## src/rtl/s_box_inverse_if.sv

```systemverilog
// Byte-wide valid/ready link into and out of the inverse S-box.
// The master side is the upstream/downstream pair; the slave side is the S-box.
interface s_box_inverse_if;
    logic       input_valid;
    logic       input_ready;
    logic [7:0] input_data;
    logic       output_valid;
    logic       output_ready;
    logic [7:0] output_data;

    modport master (
        output input_valid,
        output input_data,
        output output_ready,
        input  input_ready,
        input  output_valid,
        input  output_data
    );

    modport slave (
        input  input_valid,
        input  input_data,
        input  output_ready,
        output input_ready,
        output output_valid,
        output output_data
    );
endinterface

```

## src/rtl/s_box_inverse.sv

```systemverilog
// Inverse AES S-box for one byte: inverse affine, then GF(2^8) inverse as x^254
// using one square and one multiply per cycle; one byte in flight at a time.
module s_box_inverse #(
    parameter logic [7:0] REDUCTION_POLY = 8'h1B
) (
    input  logic          clock,
    input  logic          reset,
    s_box_inverse_if.slave bus
);

    typedef enum logic [1:0] {IDLE, COMPUTE, DONE} state_t;

    localparam logic [7:0] INV_AFFINE_C = 8'h05;

    state_t     state_reg;
    logic [2:0] cnt_reg;
    logic [7:0] sq_reg;
    logic [7:0] acc_reg;
    logic [7:0] out_data_reg;
    logic       out_valid_reg;
    logic       in_ready_reg;

    logic [7:0] affine_b;
    logic [7:0] affine_sq;
    logic [7:0] sq_next;
    logic [7:0] acc_next;

    // Carry-less shift-and-add multiply, reducing whenever bit 7 shifts out.
    function automatic logic [7:0] gf_mul(input logic [7:0] a, input logic [7:0] b);
        logic [7:0] p;
        logic [7:0] x;
        p = 8'h00;
        x = a;
        for (int i = 0; i < 8; i++) begin
            if (b[i]) p = p ^ x;
            x = x[7] ? ({x[6:0], 1'b0} ^ REDUCTION_POLY) : {x[6:0], 1'b0};
        end
        return p;
    endfunction

    // b = rotl(s,1) ^ rotl(s,3) ^ rotl(s,6) ^ 0x05, expressed bit by bit.
    genvar gi;
    generate
        for (gi = 0; gi < 8; gi++) begin : g_inv_affine
            assign affine_b[gi] = bus.input_data[(gi + 7) % 8]
                                ^ bus.input_data[(gi + 5) % 8]
                                ^ bus.input_data[(gi + 2) % 8]
                                ^ INV_AFFINE_C[gi];
        end
    endgenerate

    assign affine_sq = gf_mul(affine_b, affine_b);
    assign sq_next   = gf_mul(sq_reg, sq_reg);
    assign acc_next  = gf_mul(acc_reg, sq_next);

    always_ff @(posedge clock) begin
        if (reset) begin
            state_reg     <= IDLE;
            cnt_reg       <= 3'd0;
            sq_reg        <= 8'h00;
            acc_reg       <= 8'h00;
            out_data_reg  <= 8'h00;
            out_valid_reg <= 1'b0;
            in_ready_reg  <= 1'b1;
        end else begin
            case (state_reg)
                IDLE: begin
                    in_ready_reg  <= 1'b1;
                    out_valid_reg <= 1'b0;
                    if (bus.input_valid && in_ready_reg) begin
                        sq_reg       <= affine_sq;
                        acc_reg      <= affine_sq;
                        cnt_reg      <= 3'd0;
                        in_ready_reg <= 1'b0;
                        state_reg    <= COMPUTE;
                    end
                end
                COMPUTE: begin
                    // acc accumulates x^(2+4+...+2^k); the sixth step closes x^254.
                    sq_reg  <= sq_next;
                    acc_reg <= acc_next;
                    cnt_reg <= cnt_reg + 3'd1;
                    if (cnt_reg == 3'd5) begin
                        out_data_reg  <= acc_next;
                        out_valid_reg <= 1'b1;
                        state_reg     <= DONE;
                    end
                end
                DONE: begin
                    if (bus.output_ready) begin
                        out_valid_reg <= 1'b0;
                        in_ready_reg  <= 1'b1;
                        state_reg     <= IDLE;
                    end
                end
                default: begin
                    state_reg     <= IDLE;
                    out_valid_reg <= 1'b0;
                    in_ready_reg  <= 1'b1;
                end
            endcase
        end
    end

    assign bus.input_ready  = in_ready_reg;
    assign bus.output_valid = out_valid_reg;
    assign bus.output_data  = out_data_reg;

endmodule

```

## src/flat_wrapper.sv

```systemverilog
// flat-port wrapper written by rule: the top's interface ports become plain ports
module s_box_inverse_flat 
#(
    parameter logic [7:0] REDUCTION_POLY = 8'h1B
)
  (clock, reset, bus_input_valid, bus_input_data, bus_output_ready, bus_input_ready, bus_output_valid, bus_output_data);
  s_box_inverse_if bus_i ();
  input  logic clock;
  input  logic reset;
  input wire logic [$bits(bus_i.input_valid)-1:0] bus_input_valid;
  input wire logic [$bits(bus_i.input_data)-1:0] bus_input_data;
  input wire logic [$bits(bus_i.output_ready)-1:0] bus_output_ready;
  output wire logic [$bits(bus_i.input_ready)-1:0] bus_input_ready;
  output wire logic [$bits(bus_i.output_valid)-1:0] bus_output_valid;
  output wire logic [$bits(bus_i.output_data)-1:0] bus_output_data;
  assign bus_i.input_valid = bus_input_valid;
  assign bus_i.input_data = bus_input_data;
  assign bus_i.output_ready = bus_output_ready;
  assign bus_input_ready = bus_i.input_ready;
  assign bus_output_valid = bus_i.output_valid;
  assign bus_output_data = bus_i.output_data;
  s_box_inverse #(.REDUCTION_POLY(REDUCTION_POLY)) u_core (.clock(clock), .reset(reset), .bus(bus_i));
endmodule
```

## config.mk

```make
export PLATFORM = sky130hd
export DESIGN_NAME = s_box_inverse_flat
export DESIGN_NICKNAME = d
export VERILOG_FILES = /design/src/rtl/s_box_inverse_if.sv /design/src/rtl/s_box_inverse.sv /design/src/flat_wrapper.sv
export SDC_FILE = /design/constraint.sdc
export NUM_CORES = 1
export LEC_CHECK = 0
export ABC_AREA = 1
export CORE_MARGIN = 2
export CORE_UTILIZATION = 36
export DETAILED_ROUTE_END_ITERATION = 7
export PLACE_DENSITY = 0.63
export SYNTH_ARGS = -nofsm -noshare
export SYNTH_HDL_FRONTEND = slang
export SYNTH_SLANG_ARGS = --single-unit
```

## constraint.sdc

```tcl
create_clock -name clock -period 5.1 [get_ports clock]
set_input_delay 0.51 -clock clock [delete_from_list [all_inputs] [get_ports clock]]
set_output_delay 0.51 -clock clock [all_outputs]
set_load 0.03 [all_outputs]
```

==> flow_summary.json <==
{
  "rr_worst_depth": 22,
  "synth_mux_area_share_pct": 0,
  "ir_worst_vdd_mv": 0.312,
  "rsz0062_at_grt": "false",
  "skew_ns": 0.00604,
  "p_leak_nw": 3.47,
  "utilization_pct": 40.0,
  "h-tree-depth": 2,
  "worst_setup_path_start_kind": "flop",
  "fp.dieW_um": 130,
  "synth-compound-area-share_pct": 5.90,
  "final_layout_size_suffix_gt1_share_pct": 6.88,
  "ys_async_sr_fraction_pct": 0,
  "outcome": "completed",
  "post-route-min-period_ns": 3.54,
  "worstPathArrival_ns": 3.71,
  "initialDrtViolationCount": 517,
  "yosys_warnings": 0,
  "route.detailed.drc": 0,
  "firstDrtPassIters": 5,
  "synthAdderAreaFrac_pct": 0.871,
  "clock_sinks": 31,
  "regArea_um2": 621,
  "start_util_pct": 36.6,
  "slowest_stage": "dfxtp_1",
  "insertion_delay_ns": 0.28,
  "areaGrowthSynthToFinish_pct": 9.41,
  "critPathKind": "flop to flop",
  "syn_inst": 1112,
  "ys_types": 39,
  "ys.flop_type": "dfxtp_1",
  "ys_ff_latch": 31,
  "cap_violations": 0,
  "worstHoldStart": "u_core.bus.output_valid",
  "wl_per_cell_um": 12.1,
  "syn_area_um2": 5740,
  "hold_path_class": "flop to flop",
  "path_cells": "ha_1, inv_1, nand2_1, nand2_1, nand2_1, nand2_1, nand2_1, nand2_1, nand2_1, nand2_1, nand3_1, nand2_1, inv_2, nand2_1, xor2_1, inv_1, nand2_1, nand2_1, nand2_1, nand2_1, o21ai_1, inv_1",
  "rr_endpoint": "u_core.bus.output_data[5]",
  "synth-simple-area-share_pct": 56.7,
  "final_nets": 1135,
  "vias_per_cell": 4.91,
  "path_buf_inv": 4,
  "synth_edf_count": 0,
  "cts_buffer_depth": 2,
  "antenna_cells": 0,
  "groute.usage.overall_pct": 19.7,
  "synth_seq_area_share_pct": 10.8,
  "fp.dieH_um": 130,
  "cpMostUsedCell": "nand2_1",
  "worst_pin_slew_ns": 0.711,
  "pwr_density_cell_nw_per_um2": 685,
  "fin_setup_tns_ns": 0,
  "fp.coreArea_um2": 15700,
  "synth_area_leaders": "nand2_1 (30%), nand3_1 (14%), dfxtp_1 (11%)",
  "slew_violations": 0,
  "clkTransAtPathRegs_ns": 0.06,
  "multi_input_area_um2": 4380,
  "cpLargestDelayFamily": "simple AND/OR/NAND/NOR gates",
  "final_antenna_net_count": 0,
  "grt_pass1_vias": 5835,
  "holdBufCountCts": 0,
  "slew_headroom_pct": 52.5,
  "cts_setup_buffers": 0,
  "required_ns": 5.27,
  "hold_depth": 2,
  "cts-resized-gates": 0,
  "vias": 6561,
  "numCtsBuffers": 5,
  "grt_pass1_wl_um": 27400,
  "routed_wl_um": 16100,
  "fmax_mhz": 283,
  "place_area_um2": 6120,
  "r2r_start": "u_core.sq_reg[7]",
  "min_to": "u_core.bus.output_valid",
  "fin_area_um2": 6280,
  "overflow": 0,
  "io_buffers": 21,
  "finalHoldViolCount": 0,
  "fin_crit_sh_pct": 69.4,
  "rows": 46,
  "die-area_um2": 17000,
  "grt_max_degree": 23,
  "cts-root-buf": "clkbuf_16",
  "synth_fp_nets": 1128,
  "cts_tree": "built",
  "pin_count": 22,
  "slowest_delay_ns": 0.73,
  "place_hpwl_um": 12700,
  "antenna_found_initial": 0,
  "worst-path-max-fanout": 13,
  "r2r_setup_slack_ns": 1.56,
  "synth_top_area_cell": "nand2_1",
  "yosys.area_share.xor_xnor_pct": 12.8,
  "setup_viol": 0,
  "num-fill-cells": 1724,
  "synth_top_family_by_area": "simple AND/OR/NAND/NOR gates",
  "syn_area_per_cell_um2": 5.17,
  "synth_top_area_share_pct": 30.5,
  "place.gp.congestion": 0.912,
  "worst_setup_path_end_kind": "flop"
}
## cells in the final DEF, fill, tap and decap left out, types with 2 or more instances in the layout
master,Yosys,routed
nand3_1,164,164
nor2_2,2,2
a21oi_1,26,26
clkdlybuf4s50_1,0,21
nand3_2,3,3
nor3_1,2,2
xor2_1,43,43
inv_1,135,135
inv_2,19,19
xor2_2,5,5
nor2_1,64,64
ha_1,4,4
o21ai_0,18,18
nand3b_1,17,17
clkinv_2,1,2
nand2_4,2,2
nand4_1,10,10
buf_4,6,4
xor2_4,4,4
clkinv_1,4,4
dfxtp_1,31,31
nand2_2,25,25
o21ai_1,9,9
clkbuf_16,0,5
nand2_1,466,466
o21bai_1,2,2
o22ai_1,2,2
xnor2_1,19,19
## where the power goes
| part | internal [mW] | total (mW) | switching, mW |
|---|---|---|---|
| Combinational | 1.10 | 3.57 | 2.47 |
| Clock | 0.230 | 0.339 | 0.109 |
| Sequential | 0.283 | 0.395 | 0.112 |
## cell type report
type                       count  share of cell area (%)
inverter                     160                    9.62
clock buffer                   5                    1.99
timing repair buffer          25                    3.82
clock inverter                 3                   0.697
multi-input combinational    896                    69.7
tap                          216                    4.30
sequential                    31                    9.87
## kinds of logic (layout without fill, tap and decap cells)
| logic type | after synthesis | in the layout |
|---|---|---|
| compound gates | 62 | 62 |
| fa+ha+maj | 4 | 4 |
| flops | 31 | 31 |
| buf+inv | 185 | 193 |
| simple gates | 759 | 759 |
| xor+xnor | 71 | 71 |
## worst min-delay path: stages (launching register included)
cell and delay [ns]:
dfxtp_1 0.31, nand2_1 0.06, a21oi_1 0.05
## synthesized netlist by cell type, types with 17 or more instances
cell,count
xnor2_1,19
nand3b_1,17
inv_1,135
nand3_1,164
a21oi_1,26
inv_2,19
xor2_1,43
nand2_2,25
o21ai_0,18
dfxtp_1,31
nand2_1,466
nor2_1,64
## how the worst max path moves through the flow
stage / start / end / slack, ns / cells past startpoint
global route: u_core.sq_reg[7] / u_core.bus.output_data[3] / 1.20 / 23
finish: u_core.sq_reg[7] / u_core.bus.output_data[5] / 1.56 / 22
floorplan: bus_input_data[6] / u_core.sq_reg[3] / 2.42 / 22
CTS: u_core.sq_reg[7] / u_core.bus.output_data[3] / 1.65 / 23
detailed placement: bus_input_data[6] / u_core.sq_reg[3] / 1.53 / 21
global placement: bus_input_data[1] / u_core.sq_reg[6] / 1.63 / 20
## routing by layer
| layer | wire, µm | GRT usage (%) | vias up |
|---|---|---|---|
| met3 | 994 | 1.60 | 28 |
| li1 | - | - | 3457 |
| met4 | 354 | 5.76 | 0 |
| met1 | 7680 | 27.4 | 2878 |
| met2 | 7110 | 32.7 | 198 |
| met5 | 0 | 0 | - |
## metrics by stage
stage | hold WS, ns | setup WS (ns) | std cells | power (mW)
2_1_floorplan | 0.460 | 2.42 | 1112 | 3.15
3_3_place_gp | 0.457 | 1.63 | 1328 | 3.89
3_5_place_dp | 0.459 | 1.53 | 1328 | 3.92
4_1_cts | 0.473 | 1.65 | 1336 | 4.28
5_1_grt | 0.500 | 1.20 | 1336 | 4.84
6_report | 0.468 | 1.56 | 1336 | 4.31
No activity file was read; power rests on OpenSTA's default activity.
